===== src/rtl/branch_ctrl_pkg.sv =====
`default_nettype none
// +----------------------------------------------------------------------+
// | Module  : branch_ctrl_pkg                                            |
// | Brief   : Shared operation, word and state types for branch_ctrl.    |
// | Revision: 1.0 - initial release                                      |
// +----------------------------------------------------------------------+
package branch_ctrl_pkg;

  typedef logic [63:0] dword_t;

  typedef enum logic [2:0] {
    OP_NOP  = 3'd0,
    OP_BEQ  = 3'd1,
    OP_BNE  = 3'd2,
    OP_BLT  = 3'd3,
    OP_BGE  = 3'd4,
    OP_BLTU = 3'd5,
    OP_BGEU = 3'd6
  } oper_t;

  typedef enum logic [1:0] {
    ST_IDLE     = 2'd0,
    ST_EVAL     = 2'd1,
    ST_REDIRECT = 2'd2,
    ST_FLUSH    = 2'd3
  } state_t;

  function automatic logic is_branch_op(oper_t op);
    return op inside {OP_BEQ, OP_BNE, OP_BLT, OP_BGE, OP_BLTU, OP_BGEU};
  endfunction

endpackage
`default_nettype wire


===== src/rtl/branch_ctrl_cmp.sv =====
`default_nettype none
// +----------------------------------------------------------------------+
// | Module  : branch_cmp                                                 |
// | Brief   : Combinational branch condition evaluation.                 |
// | Revision: 1.0 - initial release                                      |
// +----------------------------------------------------------------------+
module branch_cmp
  import branch_ctrl_pkg::*;
#(
  parameter int XLEN = 64
) (
  input  oper_t             op_i,
  input  logic [XLEN-1:0]   rs1_i,
  input  logic [XLEN-1:0]   rs2_i,
  output logic              is_branch_o,
  output logic              taken_o
);

  logic w_eq;
  logic w_lt;
  logic w_ltu;

  assign w_eq  = (rs1_i == rs2_i);
  assign w_lt  = ($signed(rs1_i) < $signed(rs2_i));
  assign w_ltu = (rs1_i < rs2_i);

  assign is_branch_o = is_branch_op(op_i);

  always_comb begin
    taken_o = 1'b0;
    case (op_i)
      OP_BEQ:  taken_o = w_eq;
      OP_BNE:  taken_o = ~w_eq;
      OP_BLT:  taken_o = w_lt;
      OP_BGE:  taken_o = ~w_lt;
      OP_BLTU: taken_o = w_ltu;
      OP_BGEU: taken_o = ~w_ltu;
      default: taken_o = 1'b0;
    endcase
  end

endmodule
`default_nettype wire


===== src/rtl/branch_ctrl.sv =====
`default_nettype none
// +----------------------------------------------------------------------+
// | Module  : branch_ctrl                                                |
// | Brief   : Execute-stage branch sequencer: evaluate, redirect, flush. |
// | Revision: 1.0 - initial release                                      |
// +----------------------------------------------------------------------+
module branch_ctrl
  import branch_ctrl_pkg::*;
#(
  parameter int XLEN         = 64,
  parameter int FLUSH_CYCLES = 2,
  parameter int PERF_W       = 32
) (
  input  logic              clk,
  input  logic              rst,
  input  logic              kill,
  input  logic              req_valid,
  output logic              req_ready,
  input  oper_t             req_op,
  input  logic [XLEN-1:0]   req_pc,
  input  dword_t            req_imm,
  input  logic [XLEN-1:0]   req_rs1,
  input  logic [XLEN-1:0]   req_rs2,
  output logic              redirect_valid,
  input  logic              redirect_ready,
  output logic [XLEN-1:0]   redirect_pc,
  output logic              flush,
  output logic              done_valid,
  output logic              done_taken,
  output logic              exc_valid,
  output logic [XLEN-1:0]   exc_tval,
  output logic [PERF_W-1:0] perf_branches,
  output logic [PERF_W-1:0] perf_taken
);

  localparam int CNT_W = 4;
  localparam logic [CNT_W-1:0] C_CNT_LOAD = CNT_W'(FLUSH_CYCLES - 1);

  state_t            state_q;
  logic              req_ready_q;
  logic              redirect_valid_q;
  logic              flush_q;
  logic              done_valid_q;
  logic              done_taken_q;
  logic              exc_valid_q;
  logic              go_redirect_q;
  logic [XLEN-1:0]   redirect_pc_q;
  logic [XLEN-1:0]   exc_tval_q;
  logic [CNT_W-1:0]  cnt_q;
  logic [PERF_W-1:0] perf_br_q, perf_br_d;
  logic [PERF_W-1:0] perf_tk_q, perf_tk_d;

  logic              w_is_branch;
  logic              w_taken;
  logic [XLEN-1:0]   w_offset;
  logic [XLEN-1:0]   w_target;

  // The condition is resolved on the incoming operands so the registered
  // outcome is already visible during the EVAL cycle.
  branch_cmp #(
    .XLEN (XLEN)
  ) u_cmp (
    .op_i        (req_op),
    .rs1_i       (req_rs1),
    .rs2_i       (req_rs2),
    .is_branch_o (w_is_branch),
    .taken_o     (w_taken)
  );

  assign w_offset = XLEN'($signed({req_imm, 1'b0}));
  assign w_target = req_pc + w_offset;

  always_ff @(posedge clk) begin
    if (rst) begin
      state_q          <= ST_IDLE;
      req_ready_q      <= 1'b1;
      redirect_valid_q <= 1'b0;
      flush_q          <= 1'b0;
      done_valid_q     <= 1'b0;
      done_taken_q     <= 1'b0;
      exc_valid_q      <= 1'b0;
      go_redirect_q    <= 1'b0;
      redirect_pc_q    <= '0;
      exc_tval_q       <= '0;
      cnt_q            <= '0;
    end else if (kill) begin
      state_q          <= ST_IDLE;
      req_ready_q      <= 1'b1;
      redirect_valid_q <= 1'b0;
      flush_q          <= 1'b0;
      done_valid_q     <= 1'b0;
      exc_valid_q      <= 1'b0;
      go_redirect_q    <= 1'b0;
    end else begin
      case (state_q)
        ST_IDLE: begin
          if (req_valid) begin
            state_q     <= ST_EVAL;
            req_ready_q <= 1'b0;
            if (w_is_branch) begin
              if (!w_taken) begin
                done_valid_q <= 1'b1;
                done_taken_q <= 1'b0;
              end else if (w_target[1]) begin
                exc_valid_q <= 1'b1;
                exc_tval_q  <= w_target;
              end else begin
                go_redirect_q <= 1'b1;
                redirect_pc_q <= w_target;
              end
            end
          end
        end
        ST_EVAL: begin
          done_valid_q  <= 1'b0;
          exc_valid_q   <= 1'b0;
          go_redirect_q <= 1'b0;
          if (go_redirect_q) begin
            state_q          <= ST_REDIRECT;
            redirect_valid_q <= 1'b1;
          end else begin
            state_q     <= ST_IDLE;
            req_ready_q <= 1'b1;
          end
        end
        ST_REDIRECT: begin
          if (redirect_ready) begin
            state_q          <= ST_FLUSH;
            redirect_valid_q <= 1'b0;
            flush_q          <= 1'b1;
            cnt_q            <= C_CNT_LOAD;
            // Completion coincides with the last flush cycle.
            if (FLUSH_CYCLES == 1) begin
              done_valid_q <= 1'b1;
              done_taken_q <= 1'b1;
            end
          end
        end
        ST_FLUSH: begin
          if (cnt_q == '0) begin
            state_q      <= ST_IDLE;
            req_ready_q  <= 1'b1;
            flush_q      <= 1'b0;
            done_valid_q <= 1'b0;
          end else begin
            cnt_q <= cnt_q - CNT_W'(1);
            if (cnt_q == CNT_W'(1)) begin
              done_valid_q <= 1'b1;
              done_taken_q <= 1'b1;
            end
          end
        end
        default: begin
          state_q     <= ST_IDLE;
          req_ready_q <= 1'b1;
        end
      endcase
    end
  end

  assign req_ready      = req_ready_q;
  assign redirect_valid = redirect_valid_q & ~kill;
  assign redirect_pc    = redirect_pc_q;
  assign flush          = flush_q & ~kill;
  assign done_valid     = done_valid_q & ~kill;
  assign done_taken     = done_taken_q;
  assign exc_valid      = exc_valid_q & ~kill;
  assign exc_tval       = exc_tval_q;

  // Counters follow the masked pulses, so killed completions never count.
  always_comb begin
    perf_br_d = perf_br_q;
    perf_tk_d = perf_tk_q;
    if (done_valid || exc_valid) begin
      perf_br_d = perf_br_q + PERF_W'(1);
    end
    if ((done_valid && done_taken) || exc_valid) begin
      perf_tk_d = perf_tk_q + PERF_W'(1);
    end
  end

  always_ff @(posedge clk) begin
    if (rst) begin
      perf_br_q <= '0;
      perf_tk_q <= '0;
    end else begin
      perf_br_q <= perf_br_d;
      perf_tk_q <= perf_tk_d;
    end
  end

  assign perf_branches = perf_br_q;
  assign perf_taken    = perf_tk_q;

endmodule
`default_nettype wire


===== config.mk =====
export PLATFORM = sky130hd
export DESIGN_NAME = branch_ctrl
export DESIGN_NICKNAME = d
export VERILOG_FILES = /design/src/rtl/branch_ctrl_pkg.sv /design/src/rtl/branch_ctrl_cmp.sv /design/src/rtl/branch_ctrl.sv
export SDC_FILE = /design/constraint.sdc
export NUM_CORES = 1
export LEC_CHECK = 0
export ABC_AREA = 0
export CORE_AREA = 3 3 177 179
export DETAILED_ROUTE_END_ITERATION = 6
export DIE_AREA = 0 0 180 182
export DONT_BUFFER_PORTS = 1
export PLACE_DENSITY = 0.65
export SLEW_MARGIN = 0
export SYNTH_ARGS = -nofsm -noshare
export SYNTH_HDL_FRONTEND = slang
export SYNTH_SLANG_ARGS = --single-unit

===== constraint.sdc =====
create_clock -name clk -period 3.3 [get_ports clk]
set_clock_uncertainty 0.15 [all_clocks]
set_input_delay 0.495 -clock clk [delete_from_list [all_inputs] [get_ports clk]]
set_output_delay 0.495 -clock clk [all_outputs]
set_load 0.02 [all_outputs]

---- Yosys cells after proc, flatten, opt, wreduce, memory -nomap -nowiden ----
Index checks and enable logic that the tools add are counted.
word-level totals
  register bits after elaboration ......... 204
  latch bits .............................. 0
  RAM bits ................................ 0
  memory bits (read-only) ................. 0
  input port bits ......................... 264
  output and inout bits ................... 198
  logic and storage cells ................. 115
  memories ................................ 0
operators by class
  $add $sub $neg .......................... 4
  multipliers ............................. 0
  div/mod/pow operators ................... 0
  $lt $le $gt $ge ......................... 2
  eq/ne operators ......................... 24
  shift-type cells ........................ 0
  mux-type cells .......................... 40
  bitwise logic cells ..................... 9
  reductions and logical operators ........ 23
operators with widths
  kind                                           number
  less-than comparator 64 bit                    2
  adder 32 x 1 -> 32 bit, second input constant  2
  adder 64 bit                                   1
  == test 64 bit                                 1
  two-way mux 1 bit                              24
  inequality test 2 bit, second input constant   11
  AND reduction 5 bit                            3
  AND reduction 6 bit                            2
  one-hot mux 1 bit (2 select lines)             5
  == test 3 bit, second input constant           3
  AND reduction 3 bit                            3
  two-way mux 2 bit                              4
  two-way mux 4 bit                              2
  one-hot mux 2 bit (4 select lines)             1
  one-hot mux 4 bit (2 select lines)             1
  AND reduction 4 bit                            2
  nonzero test 2 bit                             4
  AND reduction 7 bit                            1
  == test 3 x 2 -> 1 bit, second input constant  2
  one-hot mux 1 bit (3 select lines)             2
  one-hot mux 1 bit (6 select lines)             1
  nonzero test 6 bit                             1
  inverter 1 bit                                 5
  AND 1 bit                                      4
  13 further kinds                               15

---- Longest topological paths before layout ----
  depth after elaboration ................. 7
  depth in mapped cells ................... 16
  depth with buffers taken out ............ 14

---- Hierarchy ----
A second synthesis with hierarchy kept.
second synthesis, totals
  cells, all modules ...................... 1,798
  area total of the unflattened synthesis .. 13,783.2 um^2
by module, submodules not included
  module       instances  cells each  area an instance (um^2)  sequential area each (um^2)
  branch_ctrl  1          1,549       11,971.5                 4,083.9
  branch_cmp   1          249         1,811.7                  0.0

---- Worst setup path after synthesis ----
OpenSTA, ideal clock, no wires.
  kind .................................... in2reg
  start ................................... input req_rs2[30]
  end ..................................... register redirect_pc_q[23] (netlist: redirect_pc[23])
  arrival time ............................ 3.185 ns
  required time ........................... 3.033 ns
  path slack .............................. -0.152 ns
  stages .................................. 16
  buffers on the path ..................... 3
  path through ............................ inv_1 > ha_1 > nand4_1 > nor4_2 > nand2_1 > nor4_4 > a21oi_2 > and4b_1 > nor4_4 > o21ai_2 > nor4_2 > buf_2 > buf_6 > buf_12 > mux2i_1 > nor2_1
on the way
  word-level cells in the longest chain between the ends .. 4
RTL lines
  element                                              RTL line                                                             source
  start, declared                                      branch_ctrl.sv:23                                                    input logic [XLEN-1:0] req_rs2,
  less-than comparator 64 bit (tied with other cells)  branch_ctrl_cmp.sv:25                                                assign w_ltu = (rs1_i < rs2_i);
  inverter 1 bit (on tied branches)                    branch_ctrl_cmp.sv:37, branch_ctrl_cmp.sv:33, branch_ctrl_cmp.sv:35
  one-hot mux 1 bit (6 select lines) (*)               branch_ctrl_cmp.sv:31                                                case (op_i)
  AND reduction 6 bit (no source line) (*)             n/a
  end signal, assigned                                 branch_ctrl.sv:109                                                   redirect_pc_q <= w_target;
  end, declared                                        branch_ctrl.sv:47                                                    logic [XLEN-1:0] redirect_pc_q;
Every way passes the cells marked *; elsewhere a longest branch is shown, timed or not.
A chain may end at the register's enable or synchronous reset.

---- Worst setup path after layout ----
  start ................................... input req_rs2[11]
  end ..................................... register redirect_pc_q[19] (netlist: redirect_pc[19])
The elaborated chain is that of the path after synthesis.

==> impl_metrics.tcl <==
set metrics [dict create \
    routedWlPerCell_um 20.5 \
    cap_violations 0 \
    gp_congestion 0.936 \
    grt_max_degree 154 \
    drv_slew 0 \
    yosysWarnings 0 \
    die_h_um 182 \
    synth.avg_cell_area_um2 8.23 \
    ff2ff_path_depth 11 \
    path_max_fanout 13 \
    initial_core_util_pct 44.3 \
    worstSetupEndpointType "register" \
    area_delta_synth_final_pct 21.7 \
    area.sequential_mm2 0.00409 \
    ys.flop_type "dfxtp_1" \
    path_buf_inv 5 \
    drt-initial-drc-count 568 \
    tritoncts.num_buffers 23 \
    setup_viol 0 \
    clk_pin_slew_worst_paths_ns 0.06 \
    grt_pass1_vias 12200 \
    finalNetCount 2159 \
    ys_seq_elements 204 \
    cp_slowest_stage_delay_ns 0.41 \
    fillers 2726 \
    min_period_ns 3.19 \
    wl_um 44400 \
    regToRegSetupSlack_ns 0.27 \
    tightest_slew_ns 0.704 \
    finalCritPeriodShare_pct 96.6 \
    switching_share_pct 30.6 \
    async_flop_share_pct 0 \
    num_io_pins 462 \
    syn_inst 1599 \
    ys_seq_area_share_pct 31.0 \
    crit_type "in -> reg" \
    port_buffers 0 \
    cts_tree "yes" \
    row_count 63 \
    die_area_mm2 0.0328 \
    worstReg2RegEnd "perf_branches[21]$_SDFFE_PP0P_" \
    cp_slowest_cell "a2111oi_0" \
    p_switching_mw 2.05 \
    worstPathRequired_ns 3.54 \
    stdcell_count 2169 \
    fp.dieW_um 180 \
    antenna_found_initial 2 \
    slew_headroom_pct 53.1 \
    coreArea_mm2 0.0297 \
    synth_edf_count 0 \
    clockPowerShare_pct 37.5 \
    dpl.hpwl_um 34800 \
    worstSetupStartpointType "input port" \
    fmax_ghz 0.314 \
    drive_gt1_share_pct 13.0 \
    min_path_cells 2 \
    ir_drop_v 0.000404 \
    firstDrtPassIters 5 \
    outcome "finished clean" \
    power_density_mw_per_mm2 419 \
    multiInputGateArea_mm2 0.00857 \
    grt_use_total_pct 25.2 \
    cts_sinks 204 \
    path_delay_family "simple AND/OR/NAND/NOR gates" \
    hold_path.class "in -> reg" \
    syn_nets 1995 \
    synthesis.area_mm2 0.0132 \
    ant_nets 0 \
    gr-total-overflow 0 \
    via_count 12200 \
    placed_cells 2072 \
    hp-start "kill" \
    yosysUniqueCellTypes 63 \
    cts_max_level 1 \
    p_leak_nw 6.73 \
    worstPathArrival_ns 3.43 \
    p_total_mw 6.70 \
    drc 0 \
    cts_root_buffer "clkbuf_16" \
    p_int_mw 4.65 \
    clockBufferDepth 3 \
    combPwrFrac_pct 23.1 \
    min_to "done_taken$_SDFFE_PP0P_" \
    report.final.hold_viol_count 0 \
    routed_via_density 5.61 \
    path_cells "inv_1, ha_1, nand4_1, buf_4, a2111oi_0, or4b_1, a21oi_4, and4b_1, nor4_4, o21ai_4, nor4_4, buf_4, buf_12, buf_12, mux2i_1, nor2_1" \
    clock_latency_ns 0.53 \
    grt_first_pass_wirelength_um 67000 \
    pwr-share-seq_pct 39.4 \
    worst_r2r_startpoint "perf_branches[5]$_SDFFE_PP0P_" \
]
[synthesized netlist by cell type, types with 19 or more instances]
cell / count / area [um^2]
nor2_1: 234 / 878
dfxtp_1: 204 / 4080
a21oi_1: 134 / 671
ha_1: 131 / 1640
mux2i_1: 117 / 1170
nand2_1: 115 / 432
inv_1: 89 / 334
o21ai_0: 75 / 375
xor2_1: 61 / 534
xnor2_1: 51 / 447
nand3_1: 41 / 205
clkbuf_1: 38 / 143
nand4_1: 38 / 238
a21o_1: 25 / 188
and3_1: 24 / 150
nand2b_1: 19 / 119
[power groups by stage]
| stage | clock [mW] | combinational, mW | sequential (mW) |
|---|---|---|---|
| CTS | 2.57 | 1.52 | 2.64 |
| global placement | 0 | 1.45 | 2.70 |
| detailed placement | 0 | 1.47 | 2.70 |
| floorplan | 0 | 0.985 | 2.67 |
| global route | 2.66 | 1.71 | 2.65 |
| finish | 2.51 | 1.55 | 2.64 |
[flip-flops by register name, summed over array words and instances, names as in the netlist, named ones only]
register,flops
perf_taken,32
exc_valid_q,1
flush_q,1
cnt_q,4
go_redirect_q,1
exc_tval,64
req_ready,1
redirect_pc,63
redirect_valid_q,1
perf_branches,32
state_q,1
done_valid_q,1
done_taken,1
[kinds of logic (layout without fill, tap and decap cells)]
group,Yosys count,in the layout,share of synthesized area [%]
flip-flops,204,204,31.0
buffers and inverters,150,329,5.11
adder cells (fa/ha/maj),132,132,12.6
multiplexers,117,117,8.90
AND/OR/NAND/NOR,550,550,19.7
AO/OA/AOI/OAI,333,333,15.2
XOR/XNOR,112,112,7.45
other,1,2,0.0285
[stage by stage]
stage / setup TNS, ns / util, % / hold WS (ns) / area, um^2 / setup slack (ns)
final: 0 / 53.9 / 0.0603 / 16000 / 0.111
after global routing: -0.0416 / 53.9 / 0.0446 / 16000 / -0.0288
after CTS: 0 / 53.2 / 0.0225 / 15800 / 0.0194
after detailed placement: -57.72 / 49.2 / 0.345 / 14600 / -0.573
after global placement: -54.05 / 49.2 / 0.336 / 14600 / -0.582
after floorplan: -0.240 / - / 0.302 / 13300 / -0.0217
[layout by cell type (no fill, tap or decap), types with 6 or more instances in the layout]
cell and n:
nor2_1 234, ha_1 123, xnor2_1 51, or3_1 13
nor3_1 14, o21ai_0 70, nor2b_1 13, nand3_1 40
a31oi_1 9, dlygate4sd3_1 43, and2_1 9, inv_2 6
a211oi_1 11, and3_1 24, a21oi_1 131, inv_1 81
nand4_1 38, a21o_1 25, clkbuf_16 26, xor2_1 61
nand2b_1 19, buf_4 142, o211ai_1 12, dfxtp_1 203
buf_12 7, a21boi_0 6, mux2i_1 117, and4_1 8
nand2_1 114, o21a_1 8, o21bai_1 12, o22ai_1 6
ha_4 7
[cell type report]
cell class | count | area share (%)
Antenna cell | 1 | 0.0156
Sequential cell | 204 | 25.5
Tap cell | 390 | 3.05
Clock buffer | 30 | 3.95
Clock inverter | 10 | 0.609
Multi-Input combinational cell | 1245 | 53.5
Timing Repair Buffer | 200 | 11.2
Inverter | 89 | 2.18
[layer usage]
layer / routed length [um] / up-vias / share of wire, % / GRT usage, %
li1: - / 5943 / - / -
met1: 16600 / 5647 / 37 / 27.0
met2: 22200 / 489 / 50 / 46.5
met3: 3880 / 85 / 8.8 / 8.23
met4: 1710 / 2 / 3.9 / 8.94
met5: 20 / - / 0.045 / 0
[timing repair]
| item | 4_1_cts | 5_1_grt |
|---|---|---|
| gates cloned | 0 | 3 |
| gates resized for setup | 1 | 22 |
| buffers inserted | 0 | 9 |
| hold endpoints to repair | 193 | 0 |
| pin swaps | 1 | 6 |
| hold buffers | 44 | 0 |
| endpoints found under the setup margin | 2 | 128 |
[how the worst max path moves through the flow]
stage / cells after the start / end / slack (ns) / startpoint
floorplan: 16 / redirect_pc[20]$_SDFFE_PP0P_ / -0.02 / req_rs2[55]
global placement: 14 / redirect_pc[61]$_SDFFE_PP0P_ / -0.58 / req_pc[1]
detailed placement: 14 / redirect_pc[61]$_SDFFE_PP0P_ / -0.57 / req_pc[1]
CTS: 15 / redirect_pc[19]$_SDFFE_PP0P_ / 0.02 / req_rs2[11]
global route: 16 / exc_tval[9]$_SDFFE_PP0P_ / -0.03 / req_rs2[26]
finish: 16 / redirect_pc[19]$_SDFFE_PP0P_ / 0.11 / req_rs2[11]
No activity file was read; power rests on OpenSTA's default activity.
